**src/rtl/reg_scoreboard.sv**
```systemverilog
// Multi-lane in-order register scoreboard for the issue stage.
// Ports: clk_i/rst_i, per-lane decode inputs, writeback releases,
//   mem/blocking completions; gnt_o, locks_o, mem_busy_o, blocked_o.
module reg_scoreboard #(
  parameter int NR = 32,
  parameter int NI = 2,
  parameter int NW = 2
) (
  input  logic                      clk_i,
  input  logic                      rst_i,
  input  logic [NI-1:0]             pl_valid_i,
  input  logic [NI-1:0]             blocking_i,
  input  logic [NI*$clog2(NR)-1:0]  rd_i,
  input  logic [NI*NR-1:0]          reg_req_i,
  input  logic [NI-1:0]             mem_op_i,
  input  logic [NW-1:0]             wb_valid_i,
  input  logic [NW*$clog2(NR)-1:0]  wb_rd_i,
  input  logic                      mem_done_i,
  input  logic                      blk_done_i,
  output logic [NI-1:0]             gnt_o,
  output logic [NR-1:0]             locks_o,
  output logic                      mem_busy_o,
  output logic                      blocked_o
);

  localparam int L = $clog2(NR);

  logic [NR-1:0] locks_q;
  logic          mem_busy_q;
  logic          blocked_q;

  logic [NR-1:0] wb_clr;
  logic [NR-1:0] eff;
  logic [NR-1:0] set_v;
  logic [NI-1:0] gnt;
  logic          mem_gnt;
  logic          blk_gnt;
  logic [L-1:0]  lane_rd;
  logic          lane_ok;
  logic          prev_ok;

  // Registers released by writeback this cycle; r0 is never locked.
  always_comb begin
    wb_clr = '0;
    for (int w = 0; w < NW; w++) begin
      if (wb_valid_i[w]) wb_clr[wb_rd_i[w*L +: L]] = 1'b1;
    end
    wb_clr[0] = 1'b0;
  end

  // Lanes are walked oldest first; eff accumulates the rd claims of
  // already-granted lanes so younger lanes see intra-group hazards.
  always_comb begin
    eff     = locks_q & ~wb_clr;
    set_v   = '0;
    gnt     = '0;
    mem_gnt = 1'b0;
    blk_gnt = 1'b0;
    prev_ok = 1'b1;
    lane_rd = '0;
    lane_ok = 1'b0;
    for (int i = 0; i < NI; i++) begin
      lane_rd = rd_i[i*L +: L];
      lane_ok = pl_valid_i[i] && !blocked_q && !rst_i
                && prev_ok && !blk_gnt;
      if ((reg_req_i[i*NR +: NR] & eff) != '0) lane_ok = 1'b0;
      if (lane_rd != '0 && eff[lane_rd]) lane_ok = 1'b0;
      if (mem_op_i[i] && (mem_busy_q || mem_gnt)) lane_ok = 1'b0;
      if (blocking_i[i] && (i != 0 || locks_q != '0 || mem_busy_q))
        lane_ok = 1'b0;
      gnt[i]  = lane_ok;
      prev_ok = lane_ok;
      if (lane_ok) begin
        if (lane_rd != '0) begin
          eff[lane_rd]   = 1'b1;
          set_v[lane_rd] = 1'b1;
        end
        mem_gnt = mem_gnt | mem_op_i[i];
        blk_gnt = blk_gnt | blocking_i[i];
      end
    end
  end

  always_ff @(posedge clk_i) begin
    if (rst_i) begin
      locks_q    <= '0;
      mem_busy_q <= 1'b0;
      blocked_q  <= 1'b0;
    end else begin
      mem_busy_q <= (mem_busy_q & ~mem_done_i) | mem_gnt;
      if (blk_gnt) begin
        // A blocking instruction fences every register until it retires.
        locks_q   <= {{(NR-1){1'b1}}, 1'b0};
        blocked_q <= 1'b1;
      end else if (blocked_q && blk_done_i) begin
        locks_q   <= '0;
        blocked_q <= 1'b0;
      end else begin
        // Set after clear: re-locking a released register wins.
        locks_q <= (locks_q & ~wb_clr) | set_v;
      end
    end
  end

  assign gnt_o      = gnt;
  assign locks_o    = locks_q;
  assign mem_busy_o = mem_busy_q;
  assign blocked_o  = blocked_q;

endmodule

```
**config.mk**
```make
export PLATFORM = sky130hd
export DESIGN_NAME = reg_scoreboard
export DESIGN_NICKNAME = d
export VERILOG_FILES = /design/src/rtl/reg_scoreboard.sv
export SDC_FILE = /design/constraint.sdc
export NUM_CORES = 1
export LEC_CHECK = 0
export CAP_MARGIN = 40
export CORE_ASPECT_RATIO = 1.25
export CORE_MARGIN = 5
export CORE_UTILIZATION = 50
export DETAILED_ROUTE_END_ITERATION = 10
export GPL_TIMING_DRIVEN = 0
export PLACE_DENSITY = 0.82
export SLEW_MARGIN = 20
export SYNTH_ARGS = -nofsm -noshare
export SYNTH_HDL_FRONTEND = slang
export SYNTH_SLANG_ARGS = --single-unit
```
**constraint.sdc**
```tcl
create_clock -name clk_i -period 10.1 [get_ports clk_i]
set_clock_uncertainty 0.15 [all_clocks]
set_input_delay 1.515 -clock clk_i [delete_from_list [all_inputs] [get_ports clk_i]]
set_output_delay 1.515 -clock clk_i [all_outputs]
set_load 0.005 [all_outputs]
```
==> key figures, run 1 <==
Worst setup path
  • Family with the most delay on the worst path: compound AO/OA/AOI/OAI gates
  • CP max-delay cell: a2111oi_0
  • CP startpoint kind: input port
  • CP Max Fanout: 10
  • Crit path capture type: output port
  • Reg2Reg Depth: 12
  • Crit path kind: in -> out
  • Max stage delay on crit path: 0.57 ns
  • CP cell instances: clkdlybuf4s50_1 -> clkbuf_1 -> nand3b_1 -> o221a_4 -> a2111oi_0 -> nand4_1 -> nand4b_1 -> a211oi_2 -> inv_2 -> o21ba_1 -> a2111o_1 -> nand4_1 -> o311ai_0 -> buf_4 -> clkdlybuf4s50_1
  • R2R setup slack: around 5.5 ns
  • Worst R2R End: locks_o[8]$_SDFF_PP0_
  • RR Startpoint: locks_o[1]$_SDFF_PP0_
  • CP bufs+invs: 5
  • CP arrival: 6.52 ns
  • Worst EP required: 8.44 ns

Final layout
  • # diodes: 0
  • Post-layout util: 0.677
  • Final net count: 893
  • Final cell count without fillers: ~900
  • Fillers: 832
  • P&R area growth vs syn: 32.4%
  • Fraction of layout cells with a size suffix above 1: 0.150

Clock network
  • CTS HTree Levels: 2
  • Cts hold-fix bufs: 0
  • CTS Buf Count: 5
  • Largest buffer count on any clock path: 2
  • Worst skew pair latency: 0.28 ns
  • CTS tree: yes
  • Clk slew on worst S/H paths: 0.06 ns
  • Cts repair resizes: 0
  • Root buf cell: clkbuf_16
  • Sink Count: 34
  • Number of post-CTS setup repair buffers: 0

Logic synthesis
  • Distinct cell type count after synthesis: between 80 and 90
  • Count leader, synth: nand2_1
  • Primary FF master, synth: dfxtp_1
  • Synth Register Bits: 34
  • Cell area after synthesis: 0.00494 mm2
  • Yosys warns: 0
  • Syn nets: 756
  • Top cells by count, synth: 74 x nand2_1, 44 x nand3_1, 43 x nor2_1, 39 x a21oi_1, 34 x dfxtp_1
  • Synth Area per Inst: ~7.5 um2
  • Synth top area cells: dfxtp_1 14%, o31ai_2 6.8%, o221a_2 5.9%
  • Register area share after synthesis: 0.138
  • Cells after synthesis: 660
  • Top-area cell type share of the netlist area: 0.138
  • Leading area contributor after synthesis: dfxtp_1
  • Number of flops mapped to enable cells by yosys: 0
  • Post-synth ARST share: 0

Routing
  • WL final: 26.9 mm
  • Wire per inst: 29.1 um
  • # DRC: 0
  • Initial DRC count: between 1500 and 2000
  • Post-DRT Antenna Nets: 0
  • Vias per cell: 7.81
  • Initial DRT Pass Iterations: 10
  • Vias: 7214

Hold path
  • Worst Hold Depth: 2
  • Min-delay worst type: reg -> reg
  • HP Start: blocked_o$_SDFFE_PP0P_
  • Worst hold endpoint: blocked_o$_SDFFE_PP0P_

Power and ir drop
  • Comb pwr share: 0.704
  • Switching power: 744 uW
  • Leakage power: 0.00218 uW
  • Sw Ratio: 0.506
  • Part of the power in registers: 0.191
  • Worst vdd ir: 0.223 mV
  • Clock share of power: 0.106
  • Internal Power: 727 uW
  • Power per cell area: 225 mW/mm2

Floorplan
  • Die height: 121 um
  • Placement row count: 40
  • IO Count: 132
  • Initial core utilization: 0.511
  • Die area: 0.0120 mm2
  • Die width: about 99 um
  • CORE AREA: 0.00966 mm2

Placement
  • Post-DP HPWL: 20.2 mm
  • Number of I/O port buffers: 127
  • Gp weighted congestion: 1.06
  • Placed cell count: 915

Global route
  • Vias in the first global route: 6794
  • Largest net degree at the start of global routing: 12
  • Global route overflow: 0
  • Initial antenna violation count: 0
  • GRT Util Overall: 0.425
  • First-pass GRT wire length: 39.6 mm

Timing
  • Slew Viols, Final: 0
  • Period utilization: 0.810
  • Max Freq: approximately 0.12 GHz
  • Final TNS setup: 0 ns
  • Final Hold Fails: 0
  • Slew headroom: 0.360
  • Worst Tran Pin Value: 0.953 ns
  • Final Critical Period: around 8.2 ns
  • Final setup violation count: 0
  • RSZ-0062 raised after global routing: no

Run status
  • Status: finished clean

Flow run
  • Max-cap violations: 0
==> state kept, by name (all words and copies together) (netlist names) <==
name,count
mem_busy_o,1
locks_o,32
blocked_o,1
==> metrics by stage <==
stage               worst slack, ns  total power (uW)  cell area [um2]  hold slack [ns]
floorplan                      3.87               812             4940            0.379
global placement               2.27              1230             6370            0.407
detailed placement             2.19              1240             6380            0.412
CTS                            2.15              1400             6530            0.426
global route                   1.75              1500             6540            0.469
finish                         1.92              1470             6540            0.437
==> worst register-to-register path, cell delays in order (launching register included) <==
cell and delay, ns:
dfxtp_1 0.41, nor4_1 0.50, nand4_1 0.17, o31ai_1 0.44
nand4_1 0.15, or4_4 0.62, a21oi_4 0.31, nand4_1 0.16
or4_4 0.51, a2111oi_4 0.40, a311oi_4 0.14, buf_6 0.23
o31ai_2 0.27
==> power by group through the flow <==
| stage | Clock [uW] | Combinational [uW] | Sequential [uW] |
|---|---|---|---|
| floorplan | 0 | 570 | 243 |
| global route | 161 | 1060 | 280 |
| CTS | 153 | 977 | 270 |
| detailed placement | 0 | 968 | 273 |
| finish | 156 | 1040 | 280 |
| global placement | 0 | 959 | 273 |
==> final cells by class <==
cell class / count / area, um2 / share of cell area
buffer: 55 / 263 / 0.0402
clock buffer: 6 / 139 / 0.0212
clock inverter: 2 / 12.5 / 0.00191
inverter: 8 / 30.0 / 0.00459
multi-input combinational: 563 / 3970 / 0.606
sequential: 34 / 681 / 0.104
tap: 126 / 158 / 0.0241
timing repair buffer: 130 / 1290 / 0.197
==> per-layer routing <==
metal	global-route usage	wire [um]
met1	0.499	9080
met2	0.642	11200
met3	0.153	4210
met4	0.285	2400
met5	0	0
==> worst max-delay path by stage <==
| stage | start | cells past startpoint | endpoint |
|---|---|---|---|
| 2_1_floorplan | wb_rd_i[3] | 13 | gnt_o[1] |
| 3_3_place_gp | wb_rd_i[7] | 15 | gnt_o[1] |
| 3_5_place_dp | wb_rd_i[7] | 15 | gnt_o[1] |
| 4_1_cts | wb_rd_i[7] | 15 | gnt_o[1] |
| 5_1_grt | wb_rd_i[7] | 15 | gnt_o[1] |
| 6_report | wb_rd_i[7] | 15 | gnt_o[1] |
==> placed cells by master, fill, tap and decap left out, types with 20 or more instances in the layout <==
master           count
a21oi_1             39
nand2_1             74
clkdlybuf4s50_1    127
clkbuf_1            28
nand4_1             24
o221a_2             26
nor2_1              43
o31ai_2             27
dfxtp_1             34
a22oi_1             20
nand3_1             44
==> kinds of logic (layout without fill, tap and decap cells) <==
| kind of cell | count (synthesis) | after routing | share of synthesized area |
|---|---|---|---|
| simple gates | 301 | 301 | 0.335 |
| xor+xnor | 2 | 2 | 0.00355 |
| compound gates | 252 | 252 | 0.443 |
| buf+inv | 63 | 201 | 0.0593 |
| mux | 8 | 8 | 0.0220 |
| flops | 34 | 34 | 0.138 |
Power figures use the tool's default switching activity.
==> inputs of run 2 (changes only) <==
Settings changed: CORE_UTILIZATION 50 to 46, PLACE_DENSITY 0.82 to 0.8.
Clock period 10.1 ns to 6.8 ns, I/O delays scaled along.
==> key figures, run 2 (synthesis gave the netlist of run 1 again) <==
Run status
  • Status: finished clean

Floorplan
  • Die height: 126 um (+3.9%)
  • Die area: 0.0129 mm2 (+7.9%)
  • Die width: 103 um (+3.8%)
  • Placement row count: 42 (+5.0%)
  • CORE AREA: 0.0106 mm2 (+9.4%)
  • IO Count: 132 (unchanged)
  • Initial core utilization: 0.468 (-0.0437)

Final layout
  • Most common cell after layout, fill and taps aside: clkdlybuf4s50_1
  • Post-layout util: 0.640 (-0.0367)
  • Fraction of layout cells with a size suffix above 1: 0.170 (+0.0194)
  • Post-route cell area: 0.00676 mm2 (+3.4%)
  • P&R area growth vs syn: 36.9%
  • Final cell count without fillers: 939 (+1.6%)
  • Most frequent cells in the layout: 127 x clkdlybuf4s50_1, 73 x nand2_1, 44 x nand3_1, 43 x nor2_1, 39 x a21oi_1
  • Max reg flops: 32 (unchanged)
  • Fillers: 926 (+11%)
  • Final net count: 902 (+1.0%)
  • # diodes: 0 (unchanged)

Worst setup path
  • CP Max Fanout: 10 (unchanged)
  • CP bufs+invs: 6 (+1)
  • RR Startpoint: locks_o[1]$_SDFF_PP0_
  • Crit path kind: in -> out
  • CP max-delay cell: clkdlybuf4s50_1
  • Max stage delay on crit path: 0.55 ns (-0.02 ns)
  • Worst R2R End: locks_o[31]$_SDFF_PP0_
  • Reg2Reg Depth: 12 (unchanged)
  • CP startpoint kind: input port
  • Family with the most delay on the worst path: compound AO/OA/AOI/OAI gates
  • Worst Setup SP: wb_rd_i[3]
  • Crit path capture type: output port
  • CP cell instances: clkdlybuf4s50_1 -> clkbuf_4 -> nand4b_1 -> o221a_4 -> a2111oi_1 -> nand4_1 -> nand4b_1 -> a211oi_4 -> buf_4 -> inv_4 -> o21ba_1 -> a2111o_1 -> nand4_1 -> o311ai_0 -> buf_4 -> clkdlybuf4s50_1
  • R2R setup slack: 2.33 ns (-3.20 ns)
  • Worst EP required: 5.63 ns (-2.81 ns)
  • CP arrival: 5.60 ns (-0.92 ns)

Clock network
  • CTS HTree Levels: 2 (unchanged)
  • Sink Count: 34 (unchanged)
  • Worst skew pair latency: 0.28 ns (about the same)
  • Cts hold-fix bufs: 0 (unchanged)
  • Clk slew on worst S/H paths: 0.06 ns (about the same)
  • Largest buffer count on any clock path: 2 (unchanged)
  • CTS Buf Count: 5 (unchanged)
  • CTS tree: yes
  • Root buf cell: clkbuf_16

Power and ir drop
  • Part of the power in registers: 0.180 (-0.011)
  • Sw Ratio: 0.486 (-0.0192)
  • Leakage power: 0.00227 uW (+4.0%)
  • Comb pwr share: 0.692 (-0.012)
  • Design Power: 2330 uW (+58%)
  • Switching power: 1130 uW (+52%)
  • Clock share of power: 0.128 (+0.022)
  • Worst vdd ir: 0.267 mV (+20%)
  • Power per cell area: 344 mW/mm2 (+53%)
  • Internal Power: 1200 uW (+65%)

Placement
  • Number of I/O port buffers: 127 (unchanged)
  • Placed cell count: 921 (+0.66%)
  • DP Area: 0.00639 mm2 (+0.12%)
  • Post-DP HPWL: 20.7 mm (+2.8%)
  • Gp weighted congestion: 1.08 (+1.9%)

Routing
  • # DRC: 0 (unchanged)
  • Post-DRT Antenna Nets: 0 (unchanged)
  • Vias per cell: 7.60 (-2.7%)
  • Wire per inst: 29.2 um (+0.29%)
  • Vias: 7134 (-1.1%)
  • Initial DRT Pass Iterations: 8 (-2)
  • WL final: 27.4 mm (+1.9%)
  • Initial DRC count: 1088 (-28%)

Timing
  • Slew Viols, Final: 0 (unchanged)
  • Final setup violation count: 0 (unchanged)
  • Final Hold Fails: 0 (unchanged)
  • Final Critical Period: 6.77 ns
  • Max Freq: 0.148 GHz
  • Worst Tran Pin Value: 0.934 ns (-0.0186 ns)
  • Final TNS setup: 0 ns (unchanged)
  • Slew headroom: 0.375 (+0.0150)
  • Period utilization: 0.995

Flow run
  • Max-cap violations: 0 (unchanged)

Hold path
  • Min-delay worst type: reg -> reg
  • HP Start: blocked_o$_SDFFE_PP0P_
  • Worst hold endpoint: blocked_o$_SDFFE_PP0P_
  • Worst Hold Depth: 2 (unchanged)

Global route
  • GRT Util Overall: 0.404 (-0.0206)
  • Largest net degree at the start of global routing: 13 (+1)
  • Vias in the first global route: 6626 (-2.5%)
  • Global route overflow: 0 (unchanged)
  • Initial antenna violation count: 0 (unchanged)
  • First-pass GRT wire length: 39.7 mm (+0.46%)
[run 2: cell types whose count changed in the layout (fill, tap and decap cells not counted), moves of 2 or more]
| cell | before | now |
|---|---|---|
| a2111oi_1 | 0 | 2 |
| a2111oi_0 | 5 | 3 |
| bufinv_16 | 0 | 2 |
| o221ai_1 | 13 | 10 |
| o221ai_2 | 0 | 3 |
| buf_4 | 4 | 12 |
| clkbuf_2 | 0 | 2 |
| o221a_4 | 3 | 5 |
| o221a_2 | 26 | 24 |
[run 2: layout make-up]
cell class                      count  area [um2]  share of cell area
Buffer                             55         274              0.0405
Clock buffer                        5         125              0.0185
Clock inverter                      3        68.8              0.0102
Inverter                            8        32.5             0.00481
Multi-Input combinational cell    563        4050               0.599
Sequential cell                    34         681               0.101
Tap cell                          132         165              0.0244
Timing Repair Buffer              139        1370               0.202
[run 2: timing repair]
action / 4_1_cts / 5_1_grt
setup buffers: 0 / 9
pin swaps: 1 / 7
endpoints found under the setup margin: 1 / 1
resized for setup: 5 / 16
[run 2: metrics by stage]
stage | setup WS [ns] | hold WS, ns
global route | -0.00933 | 0.477
detailed placement | -0.107 | 0.428
CTS | 0.0276 | 0.439
global placement | -0.127 | 0.409
finish | 0.0323 | 0.438
floorplan | 1.56 | 0.379
[run 2: worst max path at each step]
stage | endpoint | slack (ns) | cells past startpoint
after floorplan | gnt_o[1] | 1.56 | 13
after global placement | gnt_o[1] | -0.13 | 15
after detailed placement | gnt_o[1] | -0.11 | 15
after CTS | gnt_o[1] | 0.03 | 13
after global routing | gnt_o[1] | -0.009 | 16
final | gnt_o[1] | 0.03 | 16
[run 2: power groups by stage]
| stage | registers (uW) | logic, uW | clock network (uW) |
|---|---|---|---|
| after CTS | 403 | 1470 | 297 |
| after floorplan | 360 | 846 | 0 |
| final | 420 | 1610 | 298 |
| after global placement | 407 | 1440 | 0 |
| after global routing | 419 | 1660 | 310 |
| after detailed placement | 408 | 1440 | 0 |
[run 2: routing by layer]
| metal | vias to the layer above | wire, um | global-route usage |
|---|---|---|---|
| met5 | - | 0 | 0 |
| met4 | 0 | 2170 | 0.238 |
| met3 | 178 | 4300 | 0.120 |
| met2 | 758 | 11700 | 0.605 |
| met1 | 3234 | 9270 | 0.506 |
| li1 | 2964 | - | - |
[run 2: worst reg2reg max path, cell delays in order, from the launching register on]
cell and delay (ns):
dfxtp_1 0.39, nor4_1 0.47, nand4_1 0.14, o31ai_1 0.48, nand4_1 0.15, or4_4 0.61
a21oi_4 0.31, nand4_1 0.12, or4_4 0.51, a2111oi_4 0.41, a311oi_4 0.15, buf_6 0.24
o31ai_2 0.24
